### src/rtl/can_pkg.sv
// Shared CAN definitions for the transmit and receive bit paths.
package can_pkg;
  typedef enum logic [1:0] {IDLE, ARMED, ACTIVE} state_t;
  localparam logic RECESSIVE = 1'b1;
  localparam logic DOMINANT  = 1'b0;
  localparam int   STUFF_RUN = 5;
endpackage

### src/rtl/can_frame_tx_if.sv
// Frame request bundle between the frame builder (master) and can_frame_tx (slave).
// Handshake: start is a request sampled only while busy=0; busy rises on the next
// edge and falls together with the single-cycle done/arb_lost/bit_error pulse.
interface can_frame_tx_if #(parameter int FRAME_W = 128);
  logic               start;
  logic [FRAME_W-1:0] frame;
  logic [7:0]         frame_len;
  logic [7:0]         stuff_len;
  logic [7:0]         arb_len;
  logic               busy;
  logic               done;
  logic               arb_lost;
  logic               bit_error;

  modport master (output start, frame, frame_len, stuff_len, arb_len,
                  input  busy, done, arb_lost, bit_error);
  modport slave  (input  start, frame, frame_len, stuff_len, arb_len,
                  output busy, done, arb_lost, bit_error);
endinterface

### src/rtl/can_stuff_gen.sv
// Tracks the run of identical driven bits and requests a stuff bit when it saturates.
module can_stuff_gen import can_pkg::*; #(
  parameter int RUN_LEN = STUFF_RUN
) (
  input  logic clk,
  input  logic reset,
  input  logic clear_i,
  input  logic advance_i,
  input  logic bit_i,
  input  logic stuff_en_i,
  output logic stuff_now_o,
  output logic stuff_bit_o
);
  logic [2:0] run_q, run_d;
  logic       last_q, last_d;

  // run_q==0 marks "no bit driven yet", so the first bit always starts a run of 1
  always_comb begin
    run_d  = run_q;
    last_d = last_q;
    if (clear_i) begin
      run_d  = 3'd0;
      last_d = RECESSIVE;
    end else if (advance_i) begin
      last_d = bit_i;
      if (bit_i == last_q && run_q != 3'd0)
        run_d = (run_q == 3'(RUN_LEN)) ? run_q : run_q + 3'd1;
      else
        run_d = 3'd1;
    end
  end

  always_ff @(posedge clk) begin
    if (reset) begin
      run_q  <= 3'd0;
      last_q <= RECESSIVE;
    end else begin
      run_q  <= run_d;
      last_q <= last_d;
    end
  end

  assign stuff_now_o = stuff_en_i && (run_q == 3'(RUN_LEN));
  assign stuff_bit_o = ~last_q;
endmodule

### src/rtl/can_frame_tx.sv
// Serializes an assembled CAN frame MSB-first with bit stuffing, arbitration
// and bit-error monitoring against the read-back bus level.
module can_frame_tx import can_pkg::*; #(
  parameter int FRAME_W   = 128,
  parameter int STUFF_RUN = 5
) (
  input  logic                 clk,
  input  logic                 reset,
  input  logic                 tx_pt,
  input  logic                 sp,
  input  logic                 CAN_RX,
  output logic                 CAN_TX,
  output logic                 isStuff,
  output state_t               state_o,
  can_frame_tx_if.slave        req
);
  state_t             state_q, state_d;
  logic [FRAME_W-1:0] shreg_q, shreg_d;
  logic [7:0]         idx_q, idx_d, flen_q, flen_d, slen_q, slen_d, alen_q, alen_d;
  logic               can_tx_q, can_tx_d, is_stuff_q, is_stuff_d, busy_q, busy_d;
  logic               done_q, done_d, arb_lost_q, arb_lost_d, bit_error_q, bit_error_d;
  logic               clear, advance, adv_bit, drive, finish, stuff_now, stuff_bit;
  logic [7:0]         cur_idx;

  can_stuff_gen #(.RUN_LEN(STUFF_RUN)) u_stuff (
    .clk         (clk),
    .reset       (reset),
    .clear_i     (clear),
    .advance_i   (advance),
    .bit_i       (adv_bit),
    .stuff_en_i  ((idx_q <= slen_q) && (idx_q != 8'd0)),
    .stuff_now_o (stuff_now),
    .stuff_bit_o (stuff_bit)
  );

  always_comb begin
    state_d     = state_q;
    shreg_d     = shreg_q;
    idx_d       = idx_q;
    flen_d      = flen_q;
    slen_d      = slen_q;
    alen_d      = alen_q;
    can_tx_d    = can_tx_q;
    is_stuff_d  = is_stuff_q;
    busy_d      = busy_q;
    done_d      = 1'b0;
    arb_lost_d  = 1'b0;
    bit_error_d = 1'b0;
    clear       = 1'b0;
    advance     = 1'b0;
    adv_bit     = can_tx_q;
    drive       = 1'b0;
    finish      = 1'b0;
    cur_idx     = idx_q - 8'd1;

    case (state_q)
      IDLE: begin
        if (req.start && req.frame_len != 8'd0) begin
          shreg_d = req.frame;
          flen_d  = req.frame_len;
          slen_d  = req.stuff_len;
          alen_d  = req.arb_len;
          idx_d   = 8'd0;
          busy_d  = 1'b1;
          clear   = 1'b1;
          state_d = ARMED;
        end
      end
      ARMED: begin
        if (tx_pt) begin
          drive   = 1'b1;
          state_d = ACTIVE;
        end
      end
      ACTIVE: begin
        if (sp) begin
          // cur_idx is the index of the data bit on the bus (idx already advanced)
          if (is_stuff_q) begin
            bit_error_d = (CAN_RX != can_tx_q);
          end else if (cur_idx < alen_q) begin
            arb_lost_d  = (can_tx_q == RECESSIVE) && (CAN_RX == DOMINANT);
            bit_error_d = (can_tx_q == DOMINANT) && (CAN_RX == RECESSIVE);
          end else if (cur_idx < slen_q) begin
            bit_error_d = (CAN_RX != can_tx_q);
          end
          if (arb_lost_d || bit_error_d) begin
            finish = 1'b1;
          end else if (idx_q == flen_q && !is_stuff_q) begin
            finish = 1'b1;
            done_d = 1'b1;
          end
        end
        if (finish) begin
          can_tx_d   = RECESSIVE;
          is_stuff_d = 1'b0;
          busy_d     = 1'b0;
          state_d    = IDLE;
        end else if (tx_pt) begin
          drive = 1'b1;
        end
      end
      default: state_d = IDLE;
    endcase

    if (drive) begin
      advance = 1'b1;
      if (stuff_now) begin
        can_tx_d   = stuff_bit;
        is_stuff_d = 1'b1;
        adv_bit    = stuff_bit;
      end else begin
        can_tx_d   = shreg_q[FRAME_W-1];
        is_stuff_d = 1'b0;
        adv_bit    = shreg_q[FRAME_W-1];
        shreg_d    = shreg_q << 1;
        idx_d      = idx_q + 8'd1;
      end
    end
  end

  always_ff @(posedge clk) begin
    if (reset) begin
      state_q     <= IDLE;
      shreg_q     <= '0;
      idx_q       <= 8'd0;
      flen_q      <= 8'd0;
      slen_q      <= 8'd0;
      alen_q      <= 8'd0;
      can_tx_q    <= RECESSIVE;
      is_stuff_q  <= 1'b0;
      busy_q      <= 1'b0;
      done_q      <= 1'b0;
      arb_lost_q  <= 1'b0;
      bit_error_q <= 1'b0;
    end else begin
      state_q     <= state_d;
      shreg_q     <= shreg_d;
      idx_q       <= idx_d;
      flen_q      <= flen_d;
      slen_q      <= slen_d;
      alen_q      <= alen_d;
      can_tx_q    <= can_tx_d;
      is_stuff_q  <= is_stuff_d;
      busy_q      <= busy_d;
      done_q      <= done_d;
      arb_lost_q  <= arb_lost_d;
      bit_error_q <= bit_error_d;
    end
  end

  assign CAN_TX        = can_tx_q;
  assign isStuff       = is_stuff_q;
  assign state_o       = state_q;
  assign req.busy      = busy_q;
  assign req.done      = done_q;
  assign req.arb_lost  = arb_lost_q;
  assign req.bit_error = bit_error_q;
endmodule

### src/flat_wrapper.sv
// flat-port wrapper written by rule: the top's interface ports become plain ports
module can_frame_tx_flat import can_pkg::*;
#(
  parameter int FRAME_W   = 128,
  parameter int STUFF_RUN = 5
)
  (clk, reset, tx_pt, sp, CAN_RX, CAN_TX, isStuff, state_o, req_start, req_frame, req_frame_len, req_stuff_len, req_arb_len, req_busy, req_done, req_arb_lost, req_bit_error);
  can_frame_tx_if #(.FRAME_W(FRAME_W)) req_i ();
  input  logic clk;
  input  logic reset;
  input  logic tx_pt;
  input  logic sp;
  input  logic CAN_RX;
  output logic CAN_TX;
  output logic isStuff;
  output state_t state_o;
  input wire logic [$bits(req_i.start)-1:0] req_start;
  input wire logic [$bits(req_i.frame)-1:0] req_frame;
  input wire logic [$bits(req_i.frame_len)-1:0] req_frame_len;
  input wire logic [$bits(req_i.stuff_len)-1:0] req_stuff_len;
  input wire logic [$bits(req_i.arb_len)-1:0] req_arb_len;
  output wire logic [$bits(req_i.busy)-1:0] req_busy;
  output wire logic [$bits(req_i.done)-1:0] req_done;
  output wire logic [$bits(req_i.arb_lost)-1:0] req_arb_lost;
  output wire logic [$bits(req_i.bit_error)-1:0] req_bit_error;
  assign req_i.start = req_start;
  assign req_i.frame = req_frame;
  assign req_i.frame_len = req_frame_len;
  assign req_i.stuff_len = req_stuff_len;
  assign req_i.arb_len = req_arb_len;
  assign req_busy = req_i.busy;
  assign req_done = req_i.done;
  assign req_arb_lost = req_i.arb_lost;
  assign req_bit_error = req_i.bit_error;
  can_frame_tx #(.FRAME_W(FRAME_W), .STUFF_RUN(STUFF_RUN)) u_core (.clk(clk), .reset(reset), .tx_pt(tx_pt), .sp(sp), .CAN_RX(CAN_RX), .CAN_TX(CAN_TX), .isStuff(isStuff), .state_o(state_o), .req(req_i));
endmodule
### config.mk
export PLATFORM = sky130hd
export DESIGN_NAME = can_frame_tx_flat
export DESIGN_NICKNAME = d
export VERILOG_FILES = /design/src/rtl/can_pkg.sv /design/src/rtl/can_frame_tx_if.sv /design/src/rtl/can_stuff_gen.sv /design/src/rtl/can_frame_tx.sv /design/src/flat_wrapper.sv
export SDC_FILE = /design/constraint.sdc
export NUM_CORES = 1
export LEC_CHECK = 0
export ABC_AREA = 1
export CAP_MARGIN = 5
export CORE_MARGIN = 2
export CORE_UTILIZATION = 45
export CTS_BUF_LIST = sky130_fd_sc_hd__clkbuf_8 sky130_fd_sc_hd__clkbuf_16
export DETAILED_ROUTE_END_ITERATION = 8
export PLACE_DENSITY = 0.79
export SLEW_MARGIN = 20
export SYNTH_ARGS = -nofsm -noshare
export SYNTH_HDL_FRONTEND = slang
export SYNTH_SLANG_ARGS = --single-unit
### constraint.sdc
create_clock -name clk -period 4.8 [get_ports clk]
set_input_delay 0.96 -clock clk [delete_from_list [all_inputs] [get_ports clk]]
set_output_delay 0.96 -clock clk [all_outputs]
set_load 0.05 [all_outputs]
# ---- After elaboration in Yosys (flattened, before gate mapping)
# Index checks and enable logic that the tools add are counted.
dict set report totals {
  elab_cells 103
  out_inout_bits 8
  input_bits 158
  reg_bits 172
}
dict set report op_classes {
  addsub 3
  reduce_logical 24
  order_cmp 3
  muxes 44
  bitwise_logic 5
  eq_ne 10
}
# cell count
set ops {}
lappend ops {{128-bit 2-to-1 mux} 4}
lappend ops {{8-bit 2-to-1 mux} 4}
lappend ops {{1-bit 2-to-1 mux} 28}
lappend ops {{8-bit less-than comparator} 2}
lappend ops {{8-bit nonzero test} 2}
lappend ops {{8-bit by 1-bit adder with 8-bit output (second input constant)} 1}
lappend ops {{8-bit == test} 1}
lappend ops {{8-bit less-or-equal comparator} 1}
lappend ops {{8-bit by 1-bit subtractor with 8-bit output (second input constant)} 1}
lappend ops {{1-bit logical AND} 7}
lappend ops {{2-bit 2-to-1 mux} 3}
lappend ops {{3-bit 2-to-1 mux} 2}
lappend ops {{2-bit case mux with 3 select lines} 1}
lappend ops {{2-bit AND reduction} 3}
lappend ops {{3-bit AND reduction} 2}
lappend ops {{2-bit nonzero test} 3}
lappend ops {{1-bit NOT} 5}
lappend ops {{2-bit by 1-bit inequality test with 1-bit output (second input constant)} 2}
lappend ops {{2-bit inequality test (second input constant)} 2}
lappend ops {{1-bit case mux with 2 select lines} 2}
lappend ops {{4-bit OR reduction} 1}
lappend ops {{3-bit by 1-bit adder with 3-bit output (second input constant)} 1}
lappend ops {{3-bit == test (second input constant)} 1}
lappend ops {{3-bit nonzero test} 1}
lappend ops {{other kinds (9)} 9}

# ---- Depth between registers and ports, before layout
dict set report logic_depth {
  ltp_word 18
  depth_mapped 28
  depth_no_buf 27
}

# ---- By module
# A second synthesis with hierarchy kept.
dict set report unflattened {
  hier_cells 1696
  hier_area_um2 11309.6
}
# module area_each_um2 cells_per_inst instances
set by_module_without_submodules {}
lappend by_module_without_submodules {can_frame_tx 11023.1 1651 1}
lappend by_module_without_submodules {can_stuff_gen 286.5 45 1}

# ---- Least setup slack after synthesis
# Ideal clock, no wire load.
dict set report synth_path {
  path_type {register to register}
  from {register u_core.idx_q[2]}
  to {register u_core.shreg_q[117]}
  setup_slack_ps 1803
  path_stages_with_launch 24
  setup_ps 125
  n_path_buf 3
  arrival_time_ps 2871
  cell_sequence {dfxtp_1 buf_2 nor2_1 nand4_1 nor3_1 xor2_1 ha_1 a21oi_1 o21a_1 nand2_1 nand2_1 nand2_1 nor2_2 nand3_2 nand2_1 nand2_2 nand2_2 nand2_4 inv_4 nand2_8 buf_6 clkbuf_4 o21ai_1 a31oi_1}
}
dict set report synth_between {
  elab_chain_cells 14
  word_cells_on_any_way 27
  cone_classes {add/sub (1); order compare (3); eq/ne (1); mux (17); reduce/logical (5)}
}
# item line_no
set synth_lines {}
lappend synth_lines {{start, declared} can_frame_tx.sv:19} ;# logic [7:0] idx_q, idx_d, flen_q, flen_d, slen_q, slen_d, alen_q, alen_d;
lappend synth_lines {{start signal, assigned} can_frame_tx.sv:138} ;# idx_q <= idx_d;
lappend synth_lines {{8-bit by 1-bit subtractor with 8-bit output} can_frame_tx.sv:54} ;# cur_idx = idx_q - 8'd1;
lappend synth_lines {{8-bit less-than comparator} can_frame_tx.sv:83} ;# end else if (cur_idx < slen_q) begin
lappend synth_lines {{1-bit 2-to-1 mux} can_frame_tx.sv:83}
lappend synth_lines {{1-bit 2-to-1 mux} can_frame_tx.sv:80} ;# end else if (cur_idx < alen_q) begin
lappend synth_lines {{1-bit 2-to-1 mux} can_frame_tx.sv:78} ;# if (is_stuff_q) begin
lappend synth_lines {{1-bit 2-to-1 mux} can_frame_tx.sv:76} ;# if (sp) begin
lappend synth_lines {{1-bit 2-to-1 mux} can_frame_tx.sv:56} ;# case (state_q)
lappend synth_lines {{1-bit logical OR} can_frame_tx.sv:86} ;# if (arb_lost_d || bit_error_d) begin
lappend synth_lines {{1-bit 2-to-1 mux} can_frame_tx.sv:86}
lappend synth_lines {{1-bit 2-to-1 mux} can_frame_tx.sv:76}
lappend synth_lines {{1-bit 2-to-1 mux} can_frame_tx.sv:56}
lappend synth_lines {{1-bit 2-to-1 mux} can_frame_tx.sv:93} ;# if (finish) begin
lappend synth_lines {{1-bit case mux with 2 select lines} can_frame_tx.sv:56}
lappend synth_lines {{128-bit 2-to-1 mux *} can_frame_tx.sv:105} ;# if (drive) begin
lappend synth_lines {{end signal, assigned} can_frame_tx.sv:137} ;# shreg_q <= shreg_d;
lappend synth_lines {{end, declared} can_frame_tx.sv:18} ;# logic [FRAME_W-1:0] shreg_q, shreg_d;
# Every way passes the cells marked *; elsewhere a longest branch is shown, timed or not. The select of a mux whose other input is x is not followed.
# A chain may end at the register's enable or synchronous reset.

# ---- Worst setup path in the final report
dict set report layout_path {
  from {register u_core.idx_q[0]}
  to {register u_core.shreg_q[79]}
}
# Same word-level chain as after synthesis.

==> impl_results.md <==
- Post-Syn Nets: 1283
- Vias in the first global route: 6838
- Number of port buffers: around 170
- CP Max Fanout: 61
- Clk sinks: about 170
- Drt pass-1 iters: 5
- Synth cell types: 37
- Die area: 19020 um^2
- Final setup TNS: 0 ps
- TritonCTS clock tree: done
- Fmax: 0.2661 GHz
- Fin area: roughly 10000 um^2
- Root buffer cell: clkbuf_16
- Overflow after GRT: 0
- Sequential share of the synthesized area: 42.66%
- FF/Latch Area: around 3400 um^2
- # setup viols final: 0
- Area of the multi-input gates: about 4000 um^2
- Cell area power density: about 500 nW/um^2
- Num CTS Buffers: 17
- Post-route clock period utilization: 78.29%
- Vias per cell: 5.392
- Global Route Usage Sum: between 20% and 30%
- Core area: around 17000 um^2
- Synth top area share: roughly 43%
- Ys Warns: 0
- Final slew viol count: 0
- WL/cell: 13.59 um
- WP data required: 5090 ps
- # resized after CTS: 0
- Routed vias: 7765
- CTS Hold Bufs: 0
- Comb power frac: between 30% and 40%
- Max-cap viol count: 0
- Int Power: 3.197 mW
- DRC: 0
- Clock Pin Slew Worst Setup and Hold Paths: around 70 ps
- Critical path launch point type: flip-flop
- Net switching power: 1.890 mW
- Final RePlAce weighted congestion: 0.8267
- Antenna violations before repair: 0
- WP data arrival: 4040 ps
- Fill count: around 1600
- Area of the mapped netlist: 8071 um^2
- DP HPWL: between 10000 and 15000 um
- Fin crit period: 3758 ps
- Sw frac: 37.15%
- Status: finished clean
- Top-level I/O count: 166
- RSZ-0062 raised after global routing: no
- Rel. slew slack: 47.01%
- Worst-Skew Late Latency: 430 ps
- Total wire length: ~20000 um
- Worst-margin pin slew: 794.9 ps
- Layout area overhead: 27.81%
- Setup Buffers After CTS: 0
- CP Capture Type: flip-flop
- Max VDD drop: approximately 0.00028 V
- Row count: 48
- Area post-placement: 9763 um^2
- Ranking of synthesized cells by area: dfxtp_1 (43%), nand2_1 (15%), a31oi_1 (9.7%)
- Yosys reg bits: 172
- First-pass GRT wire length: 31680 um
- Starting Density: 46.34%
- Hold slack: 470.7 ps
- Fraction of layout cells with a size suffix above 1: 5.185%
- Nets@finish: 1396
- Synth area leader: dfxtp_1
- Critical path type: reg2reg
- Clk pwr share: 25.5%
- Die Span Y: 137.9 um
- DR iter-0 viols: 495
- Max Buffers Root-to-Sink: 2
- Syn_area_per_cell: 7.412 um^2
- CTS H-Tree Depth: 4
- Worst Skew: 11.80 ps
- Final hold violation count: 0
- Register share of total power: 40.3%
- Pin count of the biggest net entering global routing: between 90 and 100
- Antenna diode count: 0
- Leak Pwr: a little under 4 nW
- Synthesized instance count: ~1100
- Pre-CTS setup slack: 936.8 ps
- Hold Path Class: reg2reg
- Die X: 137.9 um
- Antenna Nets Post-Route: 0
- Final worst slack: 1042 ps
-- critical path: stages, from the launching register on --
cell	delay (ps)
dfxtp_1	400
inv_1	250
nand4_1	170
nor3_1	220
xor2_1	270
ha_1	290
a21oi_1	180
o21a_1	190
nand2_1	70
nand2_1	60
nand2_1	60
nor2_2	140
nand3_2	100
nand2_1	80
nand2_2	70
nand2_2	90
nand2_4	60
inv_4	90
nand2_8	230
buf_4	330
o21ai_0	190
a31oi_1	70
-- power by group through the flow --
stage	Sequential (mW)	Combinational, mW	Clock (mW)
2_1_floorplan	2.07	1.27	0
3_3_place_gp	2.07	1.69	0
3_5_place_dp	2.06	1.74	0
4_1_cts	2.04	1.75	1.32
5_1_grt	2.10	1.98	1.37
6_report	2.05	1.74	1.30
-- final timing paths --
check	cells past startpoint	endpoint	slack [ps]	start
worst max-delay path	21	u_core.shreg_q[79]	1040	u_core.idx_q[0]
worst min-delay path	2	u_core.alen_q[2]	470	u_core.alen_q[2]
worst min register to register	2	u_core.alen_q[2]	470	u_core.alen_q[2]
worst max register to register	21	u_core.shreg_q[79]	1040	u_core.idx_q[0]
-- layer usage --
layer  GRT usage, %  share of wire, %
met5              0                 0
met1          27.41                46
met2          32.37                46
met3          4.094               6.0
met4          8.390               2.6
-- sequential cells by signal, indices dropped and copies added, names as in the netlist, 2 cells and up --
register              count
u_core.shreg_q          128
u_core.alen_q             8
u_core.flen_q             8
u_core.idx_q              8
u_core.slen_q             8
u_core.u_stuff.run_q      3
u_core.state_o            2
-- logic make-up (layout without fill, tap and decap cells) --
family                     count (synthesis)  after routing  synth area share, %
AOI/OAI and AO/OA                        345            345                24.15
DFF                                      172            172                42.66
adders and majority gates                 36             36                5.581
buffers and inverters                    139            265                7.456
xor gates and xnor gates                   9              9               0.9766
and+or+nand+nor                          388            388                19.18
-- area by class of cell --
cell class              instances  share of cell area, %
inverters                      58                  2.207
multi-input cells             778                  39.10
clock inverters                14                  1.104
clock buffers                  18                  4.257
well taps                     225                  2.729
repair buffers                175                  17.22
flip-flops and latches        172                  33.38
-- cells in the final DEF (no fill, tap or decap), drive strengths merged --
cell	Yosys	layout
o211ai	3	3
o21ai	162	162
clkdlybuf4s50	0	165
nor2	33	33
nor4	2	2
nand4	2	2
a211oi	3	3
a31oi	125	125
or2	2	2
nand3	14	14
o22ai	2	2
a22oi	1	1
clkinvlp	0	5
clkbuf	57	18
dfxtp	172	172
a21oi	42	42
xor2	7	7
xnor2	2	2
o21a	1	1
a311oi	2	2
ha	36	36
nor3	8	8
clkinv	0	3
inv	58	64
buf	24	10
a41oi	1	1
nand2	327	327
o41ai	2	2
o2111ai	1	1
-- metrics by stage --
stage	instances	power [mW]	util [%]
global placement	1408	3.756	56.06
floorplan	1089	3.338	-
finish	1440	5.087	59.23
detailed placement	1408	3.806	56.06
CTS	1440	5.119	59.23
global route	1440	5.451	59.23
-- synth_stat cells, drive strengths merged --
| cell | number |
|---|---|
| dfxtp | 172 |
| o211ai | 3 |
| or2 | 2 |
| xor2 | 7 |
| a22oi | 1 |
| o41ai | 2 |
| clkbuf | 57 |
| o21ai | 162 |
| nand2 | 327 |
| o2111ai | 1 |
| a41oi | 1 |
| o21a | 1 |
| a21oi | 42 |
| nand4 | 2 |
| a211oi | 3 |
| nor2 | 33 |
| nand3 | 14 |
| nor4 | 2 |
| inv | 58 |
| a311oi | 2 |
| nor3 | 8 |
| o22ai | 2 |
| buf | 24 |
| xnor2 | 2 |
| a31oi | 125 |
| ha | 36 |
No activity file was read; power rests on OpenSTA's default activity.
